`src/rtl/nn_config_pkg.sv`:
```
// ============================================================================
// Module : nn_config_pkg
// Brief  : Shared element width, accumulator default and FSM state encoding
//          for the neuron MAC datapath.
// Rev    : 1.0
// ============================================================================
`default_nettype none

package nn_config_pkg;

    localparam int DATA_WIDTH_DEF  = 64;
    localparam int PARALLELISM_DEF = 4;
    localparam int ELEM_W          = DATA_WIDTH_DEF / PARALLELISM_DEF;
    localparam int ACC_WIDTH_DEF   = 48;

    typedef enum logic [1:0] {
        ST_FETCH = 2'd0,
        ST_DRAIN = 2'd1,
        ST_OUT   = 2'd2
    } state_t;

    function automatic int elem_width(input int dw, input int par);
        return dw / par;
    endfunction

endpackage

`default_nettype wire

```
`src/rtl/dot_product_lane.sv`:
```
// ============================================================================
// Module : dot_product_lane
// Brief  : Combinational signed dot product of two packed lines, result
//          sign-extended to the accumulator width.
// Rev    : 1.0
// ============================================================================
`default_nettype none

module dot_product_lane #(
    parameter int PARALLELISM = 4,
    parameter int ELEM_W      = 16,
    parameter int ACC_WIDTH   = 48
) (
    input  logic        [PARALLELISM*ELEM_W-1:0] a_i,
    input  logic        [PARALLELISM*ELEM_W-1:0] b_i,
    output logic signed [ACC_WIDTH-1:0]          sum_o
);

    localparam int PROD_W = 2 * ELEM_W;

    logic signed [PROD_W-1:0] prod [PARALLELISM];

    generate
        for (genvar g = 0; g < PARALLELISM; g++) begin : g_mul
            assign prod[g] = PROD_W'($signed(a_i[g*ELEM_W +: ELEM_W]))
                           * PROD_W'($signed(b_i[g*ELEM_W +: ELEM_W]));
        end
    endgenerate

    always_comb begin
        sum_o = '0;
        for (int i = 0; i < PARALLELISM; i++) begin
            sum_o = sum_o + ACC_WIDTH'(prod[i]);
        end
    end

endmodule

`default_nettype wire

```
`src/rtl/neuron_mac_seq.sv`:
```
// ============================================================================
// Module : neuron_mac_seq
// Brief  : Sequential neuron: streams activation lines, fetches matching
//          weight lines, accumulates dot products, adds bias and emits result.
//          Optional ReLU on the output when NPU_RELU_EN is defined.
// Rev    : 1.0
// ============================================================================
`default_nettype none

module neuron_mac_seq
    import nn_config_pkg::*;
#(
    parameter int NUM_WEIGHT_LINES = 196,
    parameter int DATA_WIDTH       = DATA_WIDTH_DEF,
    parameter int PARALLELISM      = PARALLELISM_DEF,
    parameter int ADDRESS_WIDTH    = 10,
    parameter int ACC_WIDTH        = ACC_WIDTH_DEF
) (
    input  logic                        clk,
    input  logic                        rst,
    input  logic                        in_valid,
    output logic                        in_ready,
    input  logic [DATA_WIDTH-1:0]       in_data,
    output logic                        w_ren,
    output logic [ADDRESS_WIDTH-1:0]    w_radd,
    input  logic [DATA_WIDTH-1:0]       w_data,
    input  logic signed [ACC_WIDTH-1:0] bias,
    output logic                        out_valid,
    input  logic                        out_ready,
    output logic signed [ACC_WIDTH-1:0] out_data
);

    localparam int                       EW        = elem_width(DATA_WIDTH, PARALLELISM);
    localparam logic [ADDRESS_WIDTH-1:0] LAST_LINE = ADDRESS_WIDTH'(NUM_WEIGHT_LINES - 1);

    state_t                     state_q, state_d;
    logic [ADDRESS_WIDTH-1:0]   cnt_q, cnt_d;
    logic [DATA_WIDTH-1:0]      act_q, act_d;
    logic                       mac_pend_q;
    logic signed [ACC_WIDTH-1:0] acc_q, acc_d;
    logic                       out_valid_q, out_valid_d;
    logic signed [ACC_WIDTH-1:0] out_data_q, out_data_d;

    logic                       accept;
    logic signed [ACC_WIDTH-1:0] lane_sum;
    logic signed [ACC_WIDTH-1:0] acc_mac;
    logic signed [ACC_WIDTH-1:0] biased;
    logic signed [ACC_WIDTH-1:0] result;

    // Gated by rst so no fetch request escapes while reset is held.
    assign in_ready  = (state_q == ST_FETCH) && !rst;
    assign accept    = in_valid && in_ready;
    assign w_ren     = accept;
    assign w_radd    = cnt_q;
    assign out_valid = out_valid_q;
    assign out_data  = out_data_q;

    dot_product_lane #(
        .PARALLELISM (PARALLELISM),
        .ELEM_W      (EW),
        .ACC_WIDTH   (ACC_WIDTH)
    ) u_lane (
        .a_i   (act_q),
        .b_i   (w_data),
        .sum_o (lane_sum)
    );

    // Weight data lands one cycle after its request, paired with act_q.
    assign acc_mac = mac_pend_q ? (acc_q + lane_sum) : acc_q;
    assign biased  = acc_mac + bias;

`ifdef NPU_RELU_EN
    assign result = biased[ACC_WIDTH-1] ? '0 : biased;
`else
    assign result = biased;
`endif

    always_comb begin
        state_d     = state_q;
        cnt_d       = cnt_q;
        acc_d       = acc_mac;
        act_d       = accept ? in_data : act_q;
        out_valid_d = out_valid_q;
        out_data_d  = out_data_q;
        case (state_q)
            ST_FETCH: begin
                if (accept) begin
                    if (cnt_q == LAST_LINE) begin
                        cnt_d   = '0;
                        state_d = ST_DRAIN;
                    end else begin
                        cnt_d = cnt_q + ADDRESS_WIDTH'(1);
                    end
                end
            end
            ST_DRAIN: begin
                state_d     = ST_OUT;
                out_valid_d = 1'b1;
                out_data_d  = result;
            end
            ST_OUT: begin
                if (out_ready) begin
                    state_d     = ST_FETCH;
                    out_valid_d = 1'b0;
                    acc_d       = '0;
                end
            end
            default: state_d = ST_FETCH;
        endcase
    end

    always_ff @(posedge clk or posedge rst) begin
        if (rst) begin
            state_q     <= ST_FETCH;
            cnt_q       <= '0;
            act_q       <= '0;
            mac_pend_q  <= 1'b0;
            acc_q       <= '0;
            out_valid_q <= 1'b0;
            out_data_q  <= '0;
        end else begin
            state_q     <= state_d;
            cnt_q       <= cnt_d;
            act_q       <= act_d;
            mac_pend_q  <= accept;
            acc_q       <= acc_d;
            out_valid_q <= out_valid_d;
            out_data_q  <= out_data_d;
        end
    end

endmodule

`default_nettype wire

```
`config.mk`:
```
export PLATFORM = sky130hd
export DESIGN_NAME = neuron_mac_seq
export DESIGN_NICKNAME = d
export VERILOG_FILES = /design/src/rtl/nn_config_pkg.sv /design/src/rtl/dot_product_lane.sv /design/src/rtl/neuron_mac_seq.sv
export SDC_FILE = /design/constraint.sdc
export NUM_CORES = 2
export LEC_CHECK = 0
export CORE_AREA = 3 3 315 317
export CTS_BUF_LIST = sky130_fd_sc_hd__clkbuf_4 sky130_fd_sc_hd__clkbuf_8
export CTS_CLUSTER_DIAMETER = 60
export DETAILED_ROUTE_END_ITERATION = 10
export DIE_AREA = 0 0 318 320
export DONT_BUFFER_PORTS = 1
export HOLD_SLACK_MARGIN = 0.1
export PLACE_DENSITY = 0.74
export SYNTH_ARGS = -nofsm -noshare
export SYNTH_HDL_FRONTEND = slang
export SYNTH_HIERARCHICAL = 1
export SYNTH_SLANG_ARGS = --single-unit
```
`constraint.sdc`:
```
create_clock -name clk -period 16.9 [get_ports clk]
set_input_delay 2.535 -clock clk [delete_from_list [all_inputs] [get_ports clk]]
set_output_delay 2.535 -clock clk [all_outputs]
set_load 0.05 [all_outputs]
```
==> qor_table.md <==
| Result | Value |
|:---|:---|
| I/O Buffers | 0 |
| Post-CTS Resized | 0 |
| Initial Utilization | 54.9% |
| FMAX | 0.0670 GHz |
| Type of element capturing the critical path | register |
| Maximum number of pins on one net before global-route repair | 97 |
| Horiz. Die Dim | 318 um |
| Worst flop-to-flop path endpoint | out_data[47] |
| Type of the most critical hold path | register to register |
| Cts hold-fix bufs | 0 |
| Congestion Overflow GR | 0 |
| WP data arrival | 15.44 ns |
| Cells on worst reg2reg path | 42 |
| Highest-count cells in the layout ignoring fill and taps | inv_1, fa_1, nand2_1 |
| Die footprint | 102000 um^2 |
| Length of the first detailed-routing pass in iterations | 5 |
| Average wire per cell in the routed design | 19.6 um |
| Clk pin slew, worst setup/hold paths | 0.13 ns |
| Number of synthesis warnings | 6 |
| Antenna-violating nets left | 0 |
| Launch instance of the worst register-to-register path | act_q[31] |
| Core Region | 96600 um^2 |
| Via density per instance | 5.37 |
| Post-DP Area | 54000 um^2 |
| Final RePlAce weighted congestion | 0.953 |
| DRC errors left | 0 |
| Min cycle time layout | 14.93 ns |
| Filler cell count | 8374 |
| Capture endpoint of the worst hold path | acc_q[46] |
| Post-synthesis async set-or-reset flop share | 100% |
| Number of global-route vias before repair | 39600 |
| Slack of the worst reg-to-reg path | 3.19 ns |
| Fraction of layout instances using a drive strength above 1 | 2.70% |
| Final period util | 88.3% |
| Setup tns final | 0 ns |
| Leading cell type in the layout, fill and taps excluded | inv_1 |
| Pins over their slew limit | 0 |
| Clock tree from TritonCTS | built |
| Number of vias in the routed layout | 36300 |
| Maximum fanout along the worst path | 17 |
| Run status | finished, final reports clean |
| Hold violation count in the final report | 0 |
| Max_slew headroom | 27.7% |
| Clock latency at the later pin of the worst-skew pair | 0.62 ns |
| Place WS | 1.40 ns |
| Dpl hpwl | 116000 um |
| Die Y-Extent | 320 um |
| FP Rows | 114 |
| Number of setup violations in the final report | 0 |
| Min-Delay Path Depth | 2 |
| Crit-path slowest cell | fa_1 |
| Total setup buffers inserted after CTS | 0 |
| Mean instance size in the synthesized netlist | 9.43 um^2 |
| Antenna violations before repair | 6 |
| Post-Syn Instances | 5619 |
| Total Wirelength | 132000 um |
| Area of the mapped netlist | 53000 um^2 |
| Wire length of the first global-routing pass | 216000 um |
| Buffers from clock root to sink, at most | 2 |
| Sequential-to-total area share from yosys stat | 8.22% |
| Endpoint required time on the critical path | 17.41 ns |
| Predominant post-synthesis flop cell | dfrtp_1 |
| Clock buffer count from CTS | 17 |
| Total routing resource utilization after global routing | 27.1% |
| Area growth syn-to-layout | 2.74% |
| CP startpoint kind | input port |
| Cell area after layout | 54400 um^2 |
| Clock sink count | 174 |
| DR iter-0 viols | 2539 |
| Actual slew at the worst max-slew pin | 1.08 ns |
| Total of flip-flops plus latches after synthesis | 174 |
| Unrepaired setup endpoints after global routing | no |
| Final layout net count | 7272 |
| Max Cap Viol | 0 |
| Slack of the critical path | 1.97 ns |
| CP dominant cell by count | fa_1 |
| Critical setup path kind | input port to register |
| Clock Tree Root | clkbuf_8 |
| Mapped Nets | 7430 |
| Number of H-tree levels | 4 |
| Beginning of the worst hold path | acc_q[46] |
| Maximum single-stage delay on the critical path | 0.86 ns |
| Number of ports placed on the die boundary | 241 |
| Number of enable-type register cells in the synthesized netlist | 0 |
| Post-route clock skew | 0.0359 ns |
| Distinct cell type count of the synthesized netlist | 89 |
| Startpoint of the worst setup timing path | w_data[48] |
## critical path, delay by kind of cell
family	cells	cell delay, ns
adder cells (fa/ha/maj)	13	6.52
AND/OR/NAND/NOR	8	1.78
multiplexers	2	0.53
AO/OA/AOI/OAI	11	2.34
XOR/XNOR	2	0.98
buffers and inverters	7	0.72
## final cells by class
class / instances / area, um^2 / area share, %
well taps: 1276 / 1600 / 2.93
inverters: 1324 / 4980 / 9.14
clock inverters: 15 / 190 / 0.349
repair buffers: 31 / 233 / 0.427
clock buffers: 17 / 234 / 0.430
multi-input cells: 3913 / 42800 / 78.7
flip-flops and latches: 174 / 4360 / 8.00
diodes: 5 / 12.5 / 0.0230
## how the worst max path moves through the flow
stage | to | slack (ns) | cells after the start
floorplan | out_data[47] | 2.61 | 45
detailed placement | out_data[47] | 1.40 | 43
CTS | out_data[47] | 2.10 | 43
global route | out_data[47] | 1.45 | 41
global placement | out_data[47] | 1.69 | 43
finish | out_data[47] | 1.97 | 43
## logic make-up (layout without fill, tap and decap cells)
family                     after synthesis  after routing  synth area share (%)
other                                    0              5                     0
and+or+nand+nor                       1643           1643                  15.1
buffers and inverters                 1532           1387                  11.0
xor gates and xnor gates               135            135                  2.25
muxes                                   42             42                 0.881
DFF                                    174            174                  8.22
adders and majority gates             1631           1631                  56.7
AOI/OAI and AO/OA                      462            462                  5.80
## synth_stat cells (14+ instances only)
cell	instances	area [um^2]
nor2_1	74	278
and2_1	529	3310
ha_1	344	4300
nand3_1	25	125
xnor2_1	84	736
fa_1	1287	25800
buf_4	14	105
a21oi_1	139	696
dfrtp_1	174	4350
nand2_1	826	3100
a31oi_1	18	113
a21o_1	61	458
clkbuf_1	180	676
nor2b_1	35	219
nand4_1	29	181
o21bai_1	18	135
o21a_1	17	128
nor3_1	18	90.1
xor2_1	50	438
o21ai_0	79	395
o21ai_1	36	180
nand2b_1	52	325
mux2_2	37	417
inv_1	1322	4960
## sequential cells by signal, summed over array words and instances (netlist names)
register    count
mac_pend_q      1
act_q          64
out_data       48
w_radd         10
acc_q          48
out_valid       1
state_q         2
## metrics by stage
| stage | utilization, % | std cells | hold WS, ns |
|---|---|---|---|
| floorplan | - | 5619 | 0.522 |
| global placement | 55.9 | 6718 | 0.566 |
| detailed placement | 55.9 | 6718 | 0.577 |
| CTS | 56.4 | 6750 | 0.596 |
| global route | 56.4 | 6754 | 0.641 |
| finish | 56.4 | 6755 | 0.598 |
## layer usage
metal  wire [um]  global-route usage, %
met1       54900                   36.7
met2       61100                   42.8
met3       12700                   7.68
met4        3520                   8.29
met5          13                      0
Power is left out: the tool's default activity adds up to more than one toggle a clock period on the data nets, which glitch-free logic cannot reach.
